==> src/rtl/mat_fmt_streamer.sv <==
// mat_fmt_streamer: walks row-major matrices in storage and renders every
// element as right-aligned decimal ASCII on a valid/ready byte stream, with
// optional "k+1" CR LF headers in front of each matrix.
// Optional feature: define MAT_FMT_SIGNED_EN to render elements as
// two's-complement values (adds the SIGN state and the sign flag).
module mat_fmt_streamer #(
  parameter int DATA_W = 32,
  parameter int ADDR_W = 9,
  parameter int DIM_W  = 5,
  parameter int CNT_W  = 2,
  parameter int RD_LAT = 1
) (
  input  logic              clk,
  input  logic              rst,
  input  logic              start,
  input  logic              abort,
  input  logic [DIM_W-1:0]  cfg_rows,
  input  logic [DIM_W-1:0]  cfg_cols,
  input  logic [ADDR_W-1:0] cfg_base,
  input  logic [CNT_W-1:0]  cfg_count,
  input  logic [3:0]        cfg_pad,
  input  logic              cfg_hdr,
  output logic              mem_rd_en,
  output logic [ADDR_W-1:0] mem_rd_addr,
  input  logic [DATA_W-1:0] mem_rd_data,
  output logic [7:0]        tx_data,
  output logic              tx_valid,
  input  logic              tx_ready,
  output logic              busy,
  output logic              done,
  output logic              err
);

  // ceil(DATA_W * log10(2)) in integer arithmetic: 10 digits for 32 bits.
  localparam int DIGITS = (DATA_W * 30103 + 99999) / 100000;
  localparam int NDW    = $clog2(DIGITS + 1);
  localparam int LTW    = $clog2(RD_LAT + 1);
  localparam int PW     = ADDR_W + DIM_W;

  typedef enum logic [3:0] {
    S_IDLE,
    S_HDR_CONV,
    S_HDR_DIG,
    S_HDR_CR,
    S_HDR_LF,
    S_RD_REQ,
    S_RD_WAIT,
    S_CONV,
    S_PAD,
`ifdef MAT_FMT_SIGNED_EN
    S_SIGN,
`endif
    S_DIGIT,
    S_SEP,
    S_EOL_CR,
    S_EOL_LF,
    S_DONE
  } state_t;

  state_t              state_q, state_d;
  logic [DIM_W-1:0]    rows_q, rows_d, cols_q, cols_d;
  logic [ADDR_W-1:0]   base_q, base_d;
  logic [CNT_W-1:0]    count_q, count_d;
  logic [3:0]          pad_q, pad_d;
  logic                hdr_q, hdr_d;
  logic [CNT_W-1:0]    k_q, k_d;
  logic [DIM_W-1:0]    r_q, r_d, c_q, c_d;
  logic [DATA_W-1:0]   val_q, val_d;
  logic [NDW-1:0]      ndig_q, ndig_d;
  logic [3:0]          pcnt_q, pcnt_d;
  logic [LTW-1:0]      lat_q, lat_d;
  logic                done_q, done_d, err_q, err_d;
  logic [3:0]          dig_q [DIGITS];
  logic [3:0]          dig_d [DIGITS];
  logic                neg;
`ifdef MAT_FMT_SIGNED_EN
  logic                neg_q, neg_d;
  assign neg = neg_q;
`else
  assign neg = 1'b0;
`endif

  // Divider step shared by header and element conversion.
  logic [DATA_W-1:0] quo;
  logic [3:0]        rem4;
  logic [7:0]        fin_len, npad;
  logic              xfer;
  assign quo     = val_q / DATA_W'(10);
  assign rem4    = 4'(val_q % DATA_W'(10));
  // Field length once the digit being extracted now is counted.
  assign fin_len = 8'(ndig_q) + 8'd1 + 8'(neg);
  assign npad    = (8'(pad_q) > fin_len) ? (8'(pad_q) - fin_len) : 8'd0;
  assign xfer    = tx_valid & tx_ready;

  // Status and storage read port, decoded from the registered state.
  assign busy        = (state_q != S_IDLE);
  assign mem_rd_en   = (state_q == S_RD_REQ);
  assign mem_rd_addr = mem_rd_en ?
      ADDR_W'(PW'(base_q) + PW'(k_q) * PW'(rows_q) * PW'(cols_q)
              + PW'(r_q) * PW'(cols_q) + PW'(c_q)) : '0;
  assign done = done_q;
  assign err  = err_q;

  // Byte offered on the stream; depends only on registers, so it is held
  // stable for as long as the sink stalls.
  always_comb begin
    tx_valid = 1'b0;
    tx_data  = 8'h00;
    case (state_q)
      S_PAD, S_SEP: begin
        tx_valid = 1'b1;
        tx_data  = 8'h20;
      end
`ifdef MAT_FMT_SIGNED_EN
      S_SIGN: begin
        tx_valid = 1'b1;
        tx_data  = 8'h2D;
      end
`endif
      S_DIGIT, S_HDR_DIG: begin
        tx_valid = 1'b1;
        tx_data  = 8'h30 + {4'h0, dig_q[ndig_q - NDW'(1)]};
      end
      S_HDR_CR, S_EOL_CR: begin
        tx_valid = 1'b1;
        tx_data  = 8'h0D;
      end
      S_HDR_LF, S_EOL_LF: begin
        tx_valid = 1'b1;
        tx_data  = 8'h0A;
      end
      default: ;
    endcase
  end

  // Next-state logic: sequencing, counters and digit extraction.
  always_comb begin
    // NOTE: every variable gets a default here so no path can infer a latch.
    state_d = state_q;
    rows_d  = rows_q;
    cols_d  = cols_q;
    base_d  = base_q;
    count_d = count_q;
    pad_d   = pad_q;
    hdr_d   = hdr_q;
    k_d     = k_q;
    r_d     = r_q;
    c_d     = c_q;
    val_d   = val_q;
    ndig_d  = ndig_q;
    pcnt_d  = pcnt_q;
    lat_d   = lat_q;
    dig_d   = dig_q;
    done_d  = 1'b0;
    err_d   = 1'b0;
`ifdef MAT_FMT_SIGNED_EN
    neg_d   = neg_q;
`endif

    case (state_q)
      S_IDLE: begin
        if (start) begin
          rows_d  = cfg_rows;
          cols_d  = cfg_cols;
          base_d  = cfg_base;
          count_d = cfg_count;
          pad_d   = cfg_pad;
          hdr_d   = cfg_hdr;
          k_d     = '0;
          r_d     = '0;
          c_d     = '0;
          if (cfg_rows == '0 || cfg_cols == '0 || cfg_count == '0) begin
            state_d = S_DONE;
          end else if (cfg_hdr) begin
            val_d   = DATA_W'(1);
            ndig_d  = '0;
            state_d = S_HDR_CONV;
          end else begin
            state_d = S_RD_REQ;
          end
        end
      end
      S_HDR_CONV, S_CONV: begin
        dig_d[ndig_q] = rem4;
        val_d         = quo;
        ndig_d        = ndig_q + NDW'(1);
        if (quo == '0) begin
          if (state_q == S_HDR_CONV) begin
            state_d = S_HDR_DIG;
          end else begin
            pcnt_d = 4'(npad);
            if (npad != 8'd0) begin
              state_d = S_PAD;
            end else begin
`ifdef MAT_FMT_SIGNED_EN
              state_d = neg_q ? S_SIGN : S_DIGIT;
`else
              state_d = S_DIGIT;
`endif
            end
          end
        end
      end
      S_HDR_DIG: begin
        if (xfer) begin
          ndig_d = ndig_q - NDW'(1);
          if (ndig_q == NDW'(1)) state_d = S_HDR_CR;
        end
      end
      S_HDR_CR: if (xfer) state_d = S_HDR_LF;
      S_HDR_LF: if (xfer) state_d = S_RD_REQ;
      S_RD_REQ: begin
        lat_d   = LTW'(1);
        state_d = S_RD_WAIT;
      end
      S_RD_WAIT: begin
        if (lat_q == LTW'(RD_LAT)) begin
`ifdef MAT_FMT_SIGNED_EN
          neg_d = mem_rd_data[DATA_W-1];
          val_d = mem_rd_data[DATA_W-1] ? (~mem_rd_data + DATA_W'(1)) : mem_rd_data;
`else
          val_d = mem_rd_data;
`endif
          ndig_d  = '0;
          state_d = S_CONV;
        end else begin
          lat_d = lat_q + LTW'(1);
        end
      end
      S_PAD: begin
        if (xfer) begin
          pcnt_d = pcnt_q - 4'd1;
          if (pcnt_q == 4'd1) begin
`ifdef MAT_FMT_SIGNED_EN
            state_d = neg_q ? S_SIGN : S_DIGIT;
`else
            state_d = S_DIGIT;
`endif
          end
        end
      end
`ifdef MAT_FMT_SIGNED_EN
      S_SIGN: if (xfer) state_d = S_DIGIT;
`endif
      S_DIGIT: begin
        if (xfer) begin
          ndig_d = ndig_q - NDW'(1);
          if (ndig_q == NDW'(1)) begin
            state_d = (c_q == cols_q - DIM_W'(1)) ? S_EOL_CR : S_SEP;
          end
        end
      end
      S_SEP: begin
        if (xfer) begin
          c_d     = c_q + DIM_W'(1);
          state_d = S_RD_REQ;
        end
      end
      S_EOL_CR: if (xfer) state_d = S_EOL_LF;
      S_EOL_LF: begin
        if (xfer) begin
          c_d = '0;
          if (r_q != rows_q - DIM_W'(1)) begin
            r_d     = r_q + DIM_W'(1);
            state_d = S_RD_REQ;
          end else begin
            r_d = '0;
            if (k_q != count_q - CNT_W'(1)) begin
              k_d = k_q + CNT_W'(1);
              if (hdr_q) begin
                val_d   = DATA_W'(k_q) + DATA_W'(2);
                ndig_d  = '0;
                state_d = S_HDR_CONV;
              end else begin
                state_d = S_RD_REQ;
              end
            end else begin
              done_d  = 1'b1;
              state_d = S_IDLE;
            end
          end
        end
      end
      S_DONE: begin
        done_d  = 1'b1;
        err_d   = 1'b1;
        state_d = S_IDLE;
      end
      default: state_d = S_IDLE;
    endcase

    // Abort wins over everything and never produces a done pulse.
    if (abort && state_q != S_IDLE) begin
      state_d = S_IDLE;
      done_d  = 1'b0;
      err_d   = 1'b0;
    end
  end

  // Control and datapath registers with asynchronous reset.
  always_ff @(posedge clk or posedge rst) begin
    // NOTE: non-blocking assignments so every flop samples pre-edge values.
    if (rst) begin
      state_q <= S_IDLE;
      rows_q  <= '0;
      cols_q  <= '0;
      base_q  <= '0;
      count_q <= '0;
      pad_q   <= '0;
      hdr_q   <= 1'b0;
      k_q     <= '0;
      r_q     <= '0;
      c_q     <= '0;
      val_q   <= '0;
      ndig_q  <= '0;
      pcnt_q  <= '0;
      lat_q   <= '0;
      done_q  <= 1'b0;
      err_q   <= 1'b0;
`ifdef MAT_FMT_SIGNED_EN
      neg_q   <= 1'b0;
`endif
    end else begin
      state_q <= state_d;
      rows_q  <= rows_d;
      cols_q  <= cols_d;
      base_q  <= base_d;
      count_q <= count_d;
      pad_q   <= pad_d;
      hdr_q   <= hdr_d;
      k_q     <= k_d;
      r_q     <= r_d;
      c_q     <= c_d;
      val_q   <= val_d;
      ndig_q  <= ndig_d;
      pcnt_q  <= pcnt_d;
      lat_q   <= lat_d;
      done_q  <= done_d;
      err_q   <= err_d;
`ifdef MAT_FMT_SIGNED_EN
      neg_q   <= neg_d;
`endif
    end
  end

  // Digit buffer storage.
  always_ff @(posedge clk) begin
    // NOTE: no reset on the digit buffer; each entry is written by CONV
    // before DIGIT can read it.
    dig_q <= dig_d;
  end

endmodule

==> config.mk <==
export PLATFORM = sky130hd
export DESIGN_NAME = mat_fmt_streamer
export DESIGN_NICKNAME = d
export VERILOG_FILES = /design/src/rtl/mat_fmt_streamer.sv
export SDC_FILE = /design/constraint.sdc
export NUM_CORES = 1
export LEC_CHECK = 0
export BUFFER_PORTS_ARGS = -buffer_cell sky130_fd_sc_hd__buf_2
export CAP_MARGIN = 20
export CORE_ASPECT_RATIO = 0.7
export CORE_MARGIN = 5
export CORE_UTILIZATION = 65
export DETAILED_ROUTE_END_ITERATION = 16
export GPL_TIMING_DRIVEN = 0
export PLACE_DENSITY = 0.87
export SLEW_MARGIN = 5
export SYNTH_ARGS = -nofsm -noshare
export SYNTH_HDL_FRONTEND = slang
export SYNTH_SLANG_ARGS = --single-unit
==> constraint.sdc <==
create_clock -name clk -period 15 [get_ports clk]
set_clock_uncertainty 0.05 [all_clocks]
set_input_delay 1.5 -clock clk [delete_from_list [all_inputs] [get_ports clk]]
set_output_delay 1.5 -clock clk [all_outputs]
set_load 0.1 [all_outputs]
==> reports/qor.yml <==
synthesis:
  yosysMostFrequentCell: "nand2_1"
  synth_top_cell_area_share: 0.1572
  ys_top_cells_by_area: "dfrtp_1 16%, edfxtp_1 8.9%, fa_1 7.0%, nand2_1 4.4%, ha_1 4.1%"
  synth-edff-count: 40
  yosysTopAreaCell: "dfrtp_1"
  ys_seq_area_frac: 0.2459
  synth_cell_types: 128
  synth_common_cells: "159 x nand2_1, 134 x nor2_1, 88 x inv_1, 85 x dfrtp_1, 83 x a21oi_1"
  avgSynthCellArea_um2: 8.422
  netlist_area_mm2: 0.01353
  async_flop_share: 0.6800
  netlist_instances: 1607
  synthFlopType: "dfrtp_1"
  ys_seq_elements: 125
  yosysWarningCount: 0
timing:
  relSlewSlack: 0.2810
  slew_violations: 0
  layout_min_cycle_time_ns: 12.30
  tightest_slew_ns: 1.071
  clock.fmax_mhz: 81.30
  rsz0062_at_grt: "no"
  finalCritPeriodShare: 0.8200
  tns_ns: 0
  setup_viol: 0
  finalHoldViolCount: 0
global_routing:
  grt.overflow.total: 0
  antenna_found_initial: 0
  grt_pass1_vias: 12550
  grt_pass1_wl_um: 64580
  grt_max_degree: 54
  grt_usage: 0.3321
routing:
  ant_nets: 0
  vias_per_cell: 6.790
  drt_iter0_drc: 1790
  firstDrtPassIters: 6
  detail_route.wl_per_cell_um: 19.84
  drc: 0
  num_vias: 13590
  drt_wl_total_um: 39710
placement:
  portBuffers: 81
  dp_hpwl_um: 29660
  place_congestion: 0.9905
critical_path:
  startpoint: "val_q[27]$_DFFE_PP0P_"
  slowest_stage: "xnor2_1"
  critPathCaptureType: "flop"
  start_kind: "flop"
  cp_max_fo: 10
  required_ns: 15.04
  timing.rr.start: "val_q[27]$_DFFE_PP0P_"
  cp_data_arrival_time_ns: 12.34
  slowest_delay_ns: 0.85
  reg2reg_setup_slack_ns: 2.70
  critical_path_class: "flop to flop"
clock_tree:
  post_cts_buffers: 0
  cts_buffers: 17
  cts_tree: "yes"
  clkTransAtPathRegs_ns: 0.07
  clockBufferDepth: 2
  cts_num_sinks: 125
  root_buffer: "clkbuf_16"
  cts-htree-levels: 4
  worstSkewPairLatency_ns: 0.44
  cts_repair_resize_count: 0
  cts_hold_buf: 0
floorplan:
  coreArea_mm2: 0.02059
  die_w_um: 182.5
  initial_core_util: 0.6573
  die_h_um: 130.7
  rows: 44
  ios: 85
  die_area_mm2: 0.02385
layout:
  syn2layout_area_growth_pct: 10.37
  layout-drive-gt1-share: 0.1640
  diodes: 0
  nets: 1867
hold_path:
  hp-start: "lat_q$_DFFE_PP0P_"
  hold_class: "flop to flop"
outcome:
  status: "finished clean"
flow_run:
  maxCapViolCount: 0
-- metal layers --
layer | up-vias | global-route usage | wire [um]
met5 | - | 0 | 0
met4 | 0 | 0.08602 | 736
met3 | 81 | 0.05700 | 3999
met2 | 793 | 0.5082 | 17620
met1 | 6558 | 0.4939 | 17360
li1 | 6162 | - | -
-- cell usage in the layout (no fill, tap or decap), types with 19 or more instances in the layout --
cell / instances
o211ai_1: 22
nand3_1: 47
ha_1: 44
nor2_1: 134
a21oi_1: 83
o21ai_0: 82
a31oi_1: 28
and3_1: 28
fa_1: 47
dfrtp_1: 85
nand2_1: 159
inv_1: 87
xnor2_1: 41
mux2_2: 33
buf_4: 19
a22oi_1: 23
edfxtp_1: 40
buf_2: 107
and2_1: 39
clkbuf_1: 64
nor3_1: 53
-- worst paths after layout --
check,to,cells after the start
hold reg to reg,lat_q$_DFFE_PP0P_,1
setup reg to reg,dig_q[17]$_DFFE_PP_,41
hold / removal,lat_q$_DFFE_PP0P_,1
setup / recovery,dig_q[17]$_DFFE_PP_,41
max in group asynchronous,ndig_q[0]$_DFFE_PP0P_,3
min in group asynchronous,rows_q[0]$_DFFE_PP0P_,2
-- sequential cells by signal (all words and copies together) (netlist names), 5 cells and up --
register	cells
r_q	5
c_q	5
dig_q	40
rows_q	5
cols_q	5
val_q	32
base_q	9
-- cell families (layout without fill, tap and decap cells) --
kind of cell               count (synthesis)  count (layout)  synth area share
other                                      1               2         0.0002771
DFF                                      125             125            0.2459
adders and majority gates                 95              95            0.1133
xor gates and xnor gates                  55              55           0.03726
muxes                                     61              61           0.05630
buffers and inverters                    213             331           0.06887
AOI/OAI and AO/OA                        475             475            0.2614
and+or+nand+nor                          582             582            0.2167
-- per-stage QoR --
step           cell area, um^2  setup slack, ns  instances  hold slack, ns  utilization
2_1_floorplan            13540            5.236       1608          0.3849            -
3_3_place_gp             14290            3.605       1965          0.4229       0.6940
3_5_place_dp             14330            3.317       1969          0.4291       0.6961
4_1_cts                  14930            3.242       2001          0.4453       0.7251
5_1_grt                  14940            2.317       2002          0.4854       0.7255
6_report                 14940            2.700       2002          0.4454       0.7255
-- final cells by class --
cell class                 count  area (um^2)
buffer                       115        564.3
clock buffer                  17        425.4
clock inverter                15        172.7
fill                        1579         5652
inverter                      98        370.4
multi-input combinational   1270         9278
sequential                   125         3328
tap                          276        345.3
timing repair buffer          86        454.2
-- critical path, delay by kind of cell (launching register included) --
family | cells | cell delay (ns)
adders and majority gates | 1 | 0.31
and+or+nand+nor | 13 | 3.65
DFF | 1 | 0.39
buffers and inverters | 7 | 1.29
xor gates and xnor gates | 2 | 1.58
muxes | 2 | 0.60
AOI/OAI and AO/OA | 16 | 4.06
Power is left out: the tool's default activity adds up to more than one toggle a clock period on the data nets, which glitch-free logic cannot reach.
